## config.mk

```make
export PLATFORM = sky130hd
export DESIGN_NAME = udma_apb_master_flat
export DESIGN_NICKNAME = d
export VERILOG_FILES = /design/src/rtl/udma_apb_master_if.sv /design/src/rtl/udma_apb_master.sv /design/src/flat_wrapper.sv
export SDC_FILE = /design/constraint.sdc
export NUM_CORES = 1
export LEC_CHECK = 0
export ABC_AREA = 1
export BUFFER_PORTS_ARGS = -buffer_cell sky130_fd_sc_hd__buf_4
export CAP_MARGIN = 20
export CORE_MARGIN = 10
export CORE_UTILIZATION = 35
export CTS_CLUSTER_DIAMETER = 50
export DETAILED_ROUTE_END_ITERATION = 8
export GPL_TIMING_DRIVEN = 0
export PLACE_DENSITY = 0.59
export SETUP_SLACK_MARGIN = 0.3
export SKIP_LAST_GASP = 1
export SYNTH_ARGS = -nofsm -noshare
export SYNTH_HDL_FRONTEND = slang
export SYNTH_SLANG_ARGS = --single-unit
```

## constraint.sdc

```tcl
create_clock -name clk_i -period 6.7 [get_ports clk_i]
set_input_delay 1.34 -clock clk_i [delete_from_list [all_inputs] [get_ports clk_i]]
set_output_delay 1.34 -clock clk_i [all_outputs]
set_load 0.1 [all_outputs]
```

## src/rtl/udma_apb_master_if.sv

```systemverilog
// Request/response channel and APB bus bundle for udma_apb_master.
// master = initiator side (the DUT), slave = request source plus APB target.
interface udma_apb_master_if #(
    parameter int unsigned APB_ADDR_WIDTH = 12
);
    logic                      req_valid_i;
    logic                      req_ready_o;
    logic [APB_ADDR_WIDTH-1:0] req_addr_i;
    logic [31:0]               req_wdata_i;
    logic                      req_rwn_i;
    logic                      rsp_valid_o;
    logic                      rsp_ready_i;
    logic [31:0]               rsp_rdata_o;
    logic                      rsp_err_o;
    logic [APB_ADDR_WIDTH-1:0] PADDR;
    logic [31:0]               PWDATA;
    logic                      PWRITE;
    logic                      PSEL;
    logic                      PENABLE;
    logic [31:0]               PRDATA;
    logic                      PREADY;
    logic                      PSLVERR;

    modport master (
        input  req_valid_i, req_addr_i, req_wdata_i, req_rwn_i, rsp_ready_i,
               PRDATA, PREADY, PSLVERR,
        output req_ready_o, rsp_valid_o, rsp_rdata_o, rsp_err_o,
               PADDR, PWDATA, PWRITE, PSEL, PENABLE
    );

    modport slave (
        output req_valid_i, req_addr_i, req_wdata_i, req_rwn_i, rsp_ready_i,
               PRDATA, PREADY, PSLVERR,
        input  req_ready_o, rsp_valid_o, rsp_rdata_o, rsp_err_o,
               PADDR, PWDATA, PWRITE, PSEL, PENABLE
    );
endinterface

```

## src/rtl/udma_apb_master.sv

```systemverilog
// Single-outstanding APB initiator: valid/ready request -> SETUP/ACCESS transfer
// -> valid/ready response, with wait states, PSLVERR capture and ACCESS watchdog.
module udma_apb_master #(
    parameter int unsigned APB_ADDR_WIDTH = 12,
    parameter int unsigned TIMEOUT_CYCLES = 255
) (
    input logic                clk_i,
    input logic                rst_i,
    udma_apb_master_if.master  bus
);
    typedef enum logic [1:0] {
        ST_IDLE,
        ST_SETUP,
        ST_ACCESS,
        ST_RESP
    } state_t;

    localparam bit          TIMEOUT_EN   = (TIMEOUT_CYCLES != 0);
    localparam logic [15:0] TIMEOUT_LAST = 16'(TIMEOUT_CYCLES - 1);

    state_t                    state;
    state_t                    state_next;
    logic [15:0]               wait_cnt;
    logic                      timeout_hit;
    logic [APB_ADDR_WIDTH-1:0] paddr_q;
    logic [31:0]               pwdata_q;
    logic                      pwrite_q;
    logic [31:0]               rdata_q;
    logic                      err_q;

    // Counter holds the number of ACCESS cycles already spent waiting,
    // so the abort lands on the TIMEOUT_CYCLES-th ACCESS cycle.
    assign timeout_hit = TIMEOUT_EN && !bus.PREADY && (wait_cnt == TIMEOUT_LAST);

    always_ff @(posedge clk_i or posedge rst_i) begin
        if (rst_i) state <= ST_IDLE;
        else       state <= state_next;
    end

    always_comb begin
        state_next      = state;
        bus.req_ready_o = 1'b0;
        bus.rsp_valid_o = 1'b0;
        bus.PSEL        = 1'b0;
        bus.PENABLE     = 1'b0;
        case (state)
            ST_IDLE: begin
                bus.req_ready_o = 1'b1;
                if (bus.req_valid_i) state_next = ST_SETUP;
            end
            ST_SETUP: begin
                bus.PSEL   = 1'b1;
                state_next = ST_ACCESS;
            end
            ST_ACCESS: begin
                bus.PSEL    = 1'b1;
                bus.PENABLE = 1'b1;
                if (bus.PREADY || timeout_hit) state_next = ST_RESP;
            end
            ST_RESP: begin
                bus.rsp_valid_o = 1'b1;
                if (bus.rsp_ready_i) state_next = ST_IDLE;
            end
            default: state_next = ST_IDLE;
        endcase
    end

    always_ff @(posedge clk_i or posedge rst_i) begin
        if (rst_i) begin
            paddr_q  <= '0;
            pwdata_q <= '0;
            pwrite_q <= 1'b0;
            rdata_q  <= '0;
            err_q    <= 1'b0;
            wait_cnt <= '0;
        end else begin
            case (state)
                ST_IDLE: begin
                    if (bus.req_valid_i) begin
                        paddr_q  <= {bus.req_addr_i[APB_ADDR_WIDTH-1:2], 2'b00};
                        pwdata_q <= bus.req_wdata_i;
                        pwrite_q <= ~bus.req_rwn_i;
                    end
                end
                ST_SETUP: wait_cnt <= '0;
                ST_ACCESS: begin
                    if (bus.PREADY) begin
                        rdata_q <= (pwrite_q || bus.PSLVERR) ? '0 : bus.PRDATA;
                        err_q   <= bus.PSLVERR;
                    end else begin
                        if (wait_cnt != '1) wait_cnt <= wait_cnt + 16'd1;
                        if (timeout_hit) begin
                            rdata_q <= '0;
                            err_q   <= 1'b1;
                        end
                    end
                end
                default: ;
            endcase
        end
    end

    assign bus.PADDR       = paddr_q;
    assign bus.PWDATA      = pwdata_q;
    assign bus.PWRITE      = pwrite_q;
    assign bus.rsp_rdata_o = rdata_q;
    assign bus.rsp_err_o   = err_q;
endmodule

```

## src/flat_wrapper.sv

```systemverilog
// flat-port wrapper written by rule: the top's interface ports become plain ports
module udma_apb_master_flat 
#(
    parameter int unsigned APB_ADDR_WIDTH = 12,
    parameter int unsigned TIMEOUT_CYCLES = 255
)
  (clk_i, rst_i, bus_req_valid_i, bus_req_addr_i, bus_req_wdata_i, bus_req_rwn_i, bus_rsp_ready_i, bus_PRDATA, bus_PREADY, bus_PSLVERR, bus_req_ready_o, bus_rsp_valid_o, bus_rsp_rdata_o, bus_rsp_err_o, bus_PADDR, bus_PWDATA, bus_PWRITE, bus_PSEL, bus_PENABLE);
  udma_apb_master_if #(.APB_ADDR_WIDTH(APB_ADDR_WIDTH)) bus_i ();
  input logic clk_i;
  input logic rst_i;
  input wire logic [$bits(bus_i.req_valid_i)-1:0] bus_req_valid_i;
  input wire logic [$bits(bus_i.req_addr_i)-1:0] bus_req_addr_i;
  input wire logic [$bits(bus_i.req_wdata_i)-1:0] bus_req_wdata_i;
  input wire logic [$bits(bus_i.req_rwn_i)-1:0] bus_req_rwn_i;
  input wire logic [$bits(bus_i.rsp_ready_i)-1:0] bus_rsp_ready_i;
  input wire logic [$bits(bus_i.PRDATA)-1:0] bus_PRDATA;
  input wire logic [$bits(bus_i.PREADY)-1:0] bus_PREADY;
  input wire logic [$bits(bus_i.PSLVERR)-1:0] bus_PSLVERR;
  output wire logic [$bits(bus_i.req_ready_o)-1:0] bus_req_ready_o;
  output wire logic [$bits(bus_i.rsp_valid_o)-1:0] bus_rsp_valid_o;
  output wire logic [$bits(bus_i.rsp_rdata_o)-1:0] bus_rsp_rdata_o;
  output wire logic [$bits(bus_i.rsp_err_o)-1:0] bus_rsp_err_o;
  output wire logic [$bits(bus_i.PADDR)-1:0] bus_PADDR;
  output wire logic [$bits(bus_i.PWDATA)-1:0] bus_PWDATA;
  output wire logic [$bits(bus_i.PWRITE)-1:0] bus_PWRITE;
  output wire logic [$bits(bus_i.PSEL)-1:0] bus_PSEL;
  output wire logic [$bits(bus_i.PENABLE)-1:0] bus_PENABLE;
  assign bus_i.req_valid_i = bus_req_valid_i;
  assign bus_i.req_addr_i = bus_req_addr_i;
  assign bus_i.req_wdata_i = bus_req_wdata_i;
  assign bus_i.req_rwn_i = bus_req_rwn_i;
  assign bus_i.rsp_ready_i = bus_rsp_ready_i;
  assign bus_i.PRDATA = bus_PRDATA;
  assign bus_i.PREADY = bus_PREADY;
  assign bus_i.PSLVERR = bus_PSLVERR;
  assign bus_req_ready_o = bus_i.req_ready_o;
  assign bus_rsp_valid_o = bus_i.rsp_valid_o;
  assign bus_rsp_rdata_o = bus_i.rsp_rdata_o;
  assign bus_rsp_err_o = bus_i.rsp_err_o;
  assign bus_PADDR = bus_i.PADDR;
  assign bus_PWDATA = bus_i.PWDATA;
  assign bus_PWRITE = bus_i.PWRITE;
  assign bus_PSEL = bus_i.PSEL;
  assign bus_PENABLE = bus_i.PENABLE;
  udma_apb_master #(.APB_ADDR_WIDTH(APB_ADDR_WIDTH), .TIMEOUT_CYCLES(TIMEOUT_CYCLES)) u_core (.clk_i(clk_i), .rst_i(rst_i), .bus(bus_i));
endmodule
```

# Yosys cells after proc, flatten, opt, wreduce, memory -nomap -nowiden
# Cells that the tools add are included.
# totals
register_bits,94
latch_bits,0
ram_bits,0
romBits,0
in_bits,83
word_cells,47
memories,0
# classes
add_sub_neg,1
n_mul,0
n_div,0
magnitude_cmp,0
n_eq_ne,10
shifts,0
n_mux,16
bitwise_logic,1
reduce_logical,12
# ops
cell,n
32-bit two-way mux,3
16-bit two-way mux,2
16-bit case mux with 2 select lines,1
"16-bit by 1-bit adder with 16-bit output, second input constant",1
"16-bit by 8-bit == test with 1-bit output, second input constant",1
"16-bit inequality test, second input constant",1
2-bit case mux with 4 select lines,1
1-bit two-way mux,6
2-bit two-way mux,3
"2-bit inequality test, second input constant",3
3-bit AND reduction,2
"2-bit == test, second input constant",2
"2-bit by 1-bit inequality test with 1-bit output, second input constant",2
2-bit AND reduction,2
2-bit nonzero test,2
"2-bit by 1-bit == test with 1-bit output, second input constant",1
2-bit zero test,1
1-bit logical OR,2
2-bit OR reduction,1
1-bit logical AND,1
1-bit zero test,1
1-bit NOT,1

# Depth between registers and ports, before layout
# logic_depth
word_depth,5
depth_mapped,11
ltp_nobuf,9

# Worst setup path before layout
# No wires, ideal clock.
# synth_path
kind,register to output
start,register u_core.state[0]
end,output bus_req_ready_o
arrival_time_ns,1.304
required_time_ns,5.360
path_slack_ns,4.056
path_stages_with_launch,3
cell_sequence,dfrtp_1 > inv_1 > ha_1
# synth_via
elab_chain_cells,2
# synth_lines
item,line,rtl
"start, declared",udma_apb_master.sv:21,state_t state;
"start signal, assigned",udma_apb_master.sv:37,else state <= state_next;
2-bit zero test,udma_apb_master.sv:46,case (state)
1-bit two-way mux,udma_apb_master.sv:46,
"end, declared",flat_wrapper.sv:19,output wire logic [$bits(bus_i.req_ready_o)-1:0] bus_req_ready_o;
# Every way passes these cells.

# Worst setup path after layout
# layout_path
start,register u_core.state[1]
end,output bus_PSEL
# layout_via
elab_chain_cells,3
elab_cells_between_ends,4
classes_between,2 x eq/ne; 1 x mux; 1 x reduce/logical
# layout_lines
item,line,rtl
2-bit by 1-bit == test with 1-bit output or 2-bit == test (tied branches),udma_apb_master.sv:46,
2-bit OR reduction (no line) (*),--,
1-bit two-way mux (*),udma_apb_master.sv:46,
"end, declared",flat_wrapper.sv:26,output wire logic [$bits(bus_i.PSEL)-1:0] bus_PSEL;
# Mark *: on every way between the ends. The rest lies on a longest branch, timed or not.

==> metrics.yaml <==
coreArea_mm2: 0.01191
rows: 40
grt_max_degree: 72
port_buffers: 160
drtIter0Drc: 159
synth_top_area_share_pct: 55.49
post-route-util_pct: 50.01
cp-start-kind: "flip-flop"
ys_ff_latch: 94
die_area_mm2: 0.01691
antenna_cells: 0
drt_wl_total_um: 11470
drv_cap: 0
grt_pass1_vias: 3711
routed-via-count: 3489
avgSynthCellArea_um2: 9.790
route.detailed.drc: 0
worstPathRequired_ns: 5.36
met2_length_um: 5842
tns_ns: 0
worstSkewPairLatency_ns: 0.34
yosysTopAreaCell: "dfrtp_1"
status: "completed"
track_usage_pct: 13.92
post-cts-setup-buffers: 0
cts_resized: 0
critPathSlowestCell: "dfrtp_1"
dpl.hpwl_um: 9008
antenna_found_initial: 0
ys_warn_count: 0
wl_met1_um: 4539
floorplan.initialDensity_pct: 35.59
clock_path_buffers: 2
path_cells: "inv_1, ha_1, buf_4"
firstDrtPassIters: 6
gp_congestion: 0.8358
setup_viol: 0
wl_per_cell_um: 15.13
hp-class: "flip-flop to flip-flop"
synth_area_mm2: 0.004239
fillers: 1152
clock_sinks: 94
cts_tree: "yes"
post-route-min-period_ns: 2.780
routed.top_layer: "met4"
clockRootBuffer: "clkbuf_16"
cts_made_buffers: 9
syn_inst: 433
worstSetupPathType: "flip-flop to output pin"
drive_above_1_share_pct: 39.61
fp.dieH_um: 130.1
met3_length_um: 899
io_pins: 165
grt_overflow: 0
grt_pass1_wl_um: 18720
nets: 696
vias_per_cell: 4.603
cp-end-kind: "output pin"
arrival_ns: 1.44
yosysUniqueCellTypes: 28
seq_area_frac_synth_pct: 55.49
fmax_mhz: 359.8
cpPeakStageDelay_ns: 0.40
h-tree-depth: 3
fin_crit_sh_pct: 41.49
postCtsHoldBufs: 0
hold_viol_final: 0
rsz0062_at_grt: "no"
die_w_um: 130.1
rrSetupSlack_ns: 4.73
path_clk_slew_ns: 0.06
cp_max_fo: 4
fin_skew_ns: 0.005956
areaGrowthSynthToFinish_pct: 40.53
ant_nets: 0
synth.area.top_cells: "dfrtp_1 55%, nand2_1 11%, mux2_2 11%"
maxSlewViolCount: 0
==> final timing paths <==
kind / from / end / cells after the start
setup / recovery: u_core.state[1]$_DFFE_PP0P_ / bus_PSEL / 3
hold / removal: u_core.bus.rsp_rdata_o[16]$_DFFE_PP0P_ / u_core.bus.rsp_rdata_o[16]$_DFFE_PP0P_ / 2
setup reg to reg: u_core.state[0]$_DFFE_PP0P_ / u_core.wait_cnt[0]$_DFFE_PP0P_ / 10
hold reg to reg: u_core.bus.rsp_rdata_o[16]$_DFFE_PP0P_ / u_core.bus.rsp_rdata_o[16]$_DFFE_PP0P_ / 2
max in group asynchronous: rst_i / u_core.wait_cnt[2]$_DFFE_PP0P_ / 3
min in group asynchronous: rst_i / u_core.bus.PWDATA[31]$_DFFE_PP0P_ / 2
==> layout make-up <==
class / count / area [um^2] / area share, %
well taps: 147 / 183.9 / 3.088
multi-input cells: 294 / 1663 / 27.91
clock buffers: 11 / 242.7 / 4.075
inverters: 26 / 100.1 / 1.680
flip-flops and latches: 94 / 2352 / 39.49
repair buffers: 161 / 1229 / 20.63
plain buffers: 20 / 130.1 / 2.184
clock inverters: 5 / 56.30 / 0.9452
==> per-layer routing <==
layer,up-vias,GRT usage (%)
met4,0,5.093
met2,90,23.13
met3,16,5.517
met1,1639,15.84
li1,1744,-
met5,-,0
==> through the flow <==
| step | cells | setup slack, ns | instance area [um^2] | hold WS (ns) |
|---|---|---|---|---|
| after global routing | 758 | 3.832 | 5957 | 0.4970 |
| after detailed placement | 742 | 4.196 | 5658 | 0.4611 |
| after floorplan | 434 | 2.911 | 4243 | 0.4850 |
| after CTS | 758 | 3.892 | 5957 | 0.4772 |
| after global placement | 741 | 1.724 | 5628 | 0.4560 |
| final | 758 | 3.920 | 5957 | 0.4716 |
==> sequential cells by signal, summed over array words and instances, names as in the netlist <==
signal / cells
u_core.bus.PWRITE: 1
u_core.bus.PWDATA: 32
u_core.bus.rsp_err_o: 1
u_core.wait_cnt: 16
u_core.state: 2
u_core.bus.PADDR: 10
u_core.bus.rsp_rdata_o: 32
==> cells by family (layout without fill, tap and decap cells) <==
family,count (synthesis),in the layout,synth area share (%)
simple gates,220,220,22.17
flops,94,94,55.49
buf+inv,46,223,5.371
mux,42,42,11.16
compound gates,18,18,2.627
fa+ha+maj,7,7,2.066
xor+xnor,5,5,1.033
other cells,1,2,0.08846
==> critical path: cells and delay by family, from the launching register on <==
| kind | cells | cell delay [ns] |
|---|---|---|
| buf+inv | 2 | 0.39 |
| fa+ha+maj | 1 | 0.30 |
| flops | 1 | 0.40 |
==> Yosys cell counts <==
library cell and number:
nand2_1 127, dfrtp_1 94, nand3_1 51, mux2_2 42, nor2_1 28, inv_1 26, o21ai_0 11, ha_1 7
buf_2 5, buf_6 5, nand4_1 5, xor2_1 5, buf_1 4, buf_4 3, clkbuf_1 3, nor2_2 2
o21ai_1 2, o21bai_1 2, or2_2 2, a21oi_2 1, conb_1 1, nand2_2 1, nand2_4 1, nand3_2 1
nand3b_1 1, nor2_4 1, o21ai_4 1, o22ai_1 1
==> layout by cell type (no fill, tap or decap), drive strengths merged, types with 5 or more instances in the layout <==
master	n
clkbuf	14
nor2	31
xor2	5
nand4	5
ha	7
nand3	52
inv	27
dfrtp	94
nand2	129
o21ai	14
mux2	42
buf	178
Power is not shown: default switching activity piles up to over one toggle a cycle in this logic, so the estimate is an artifact.
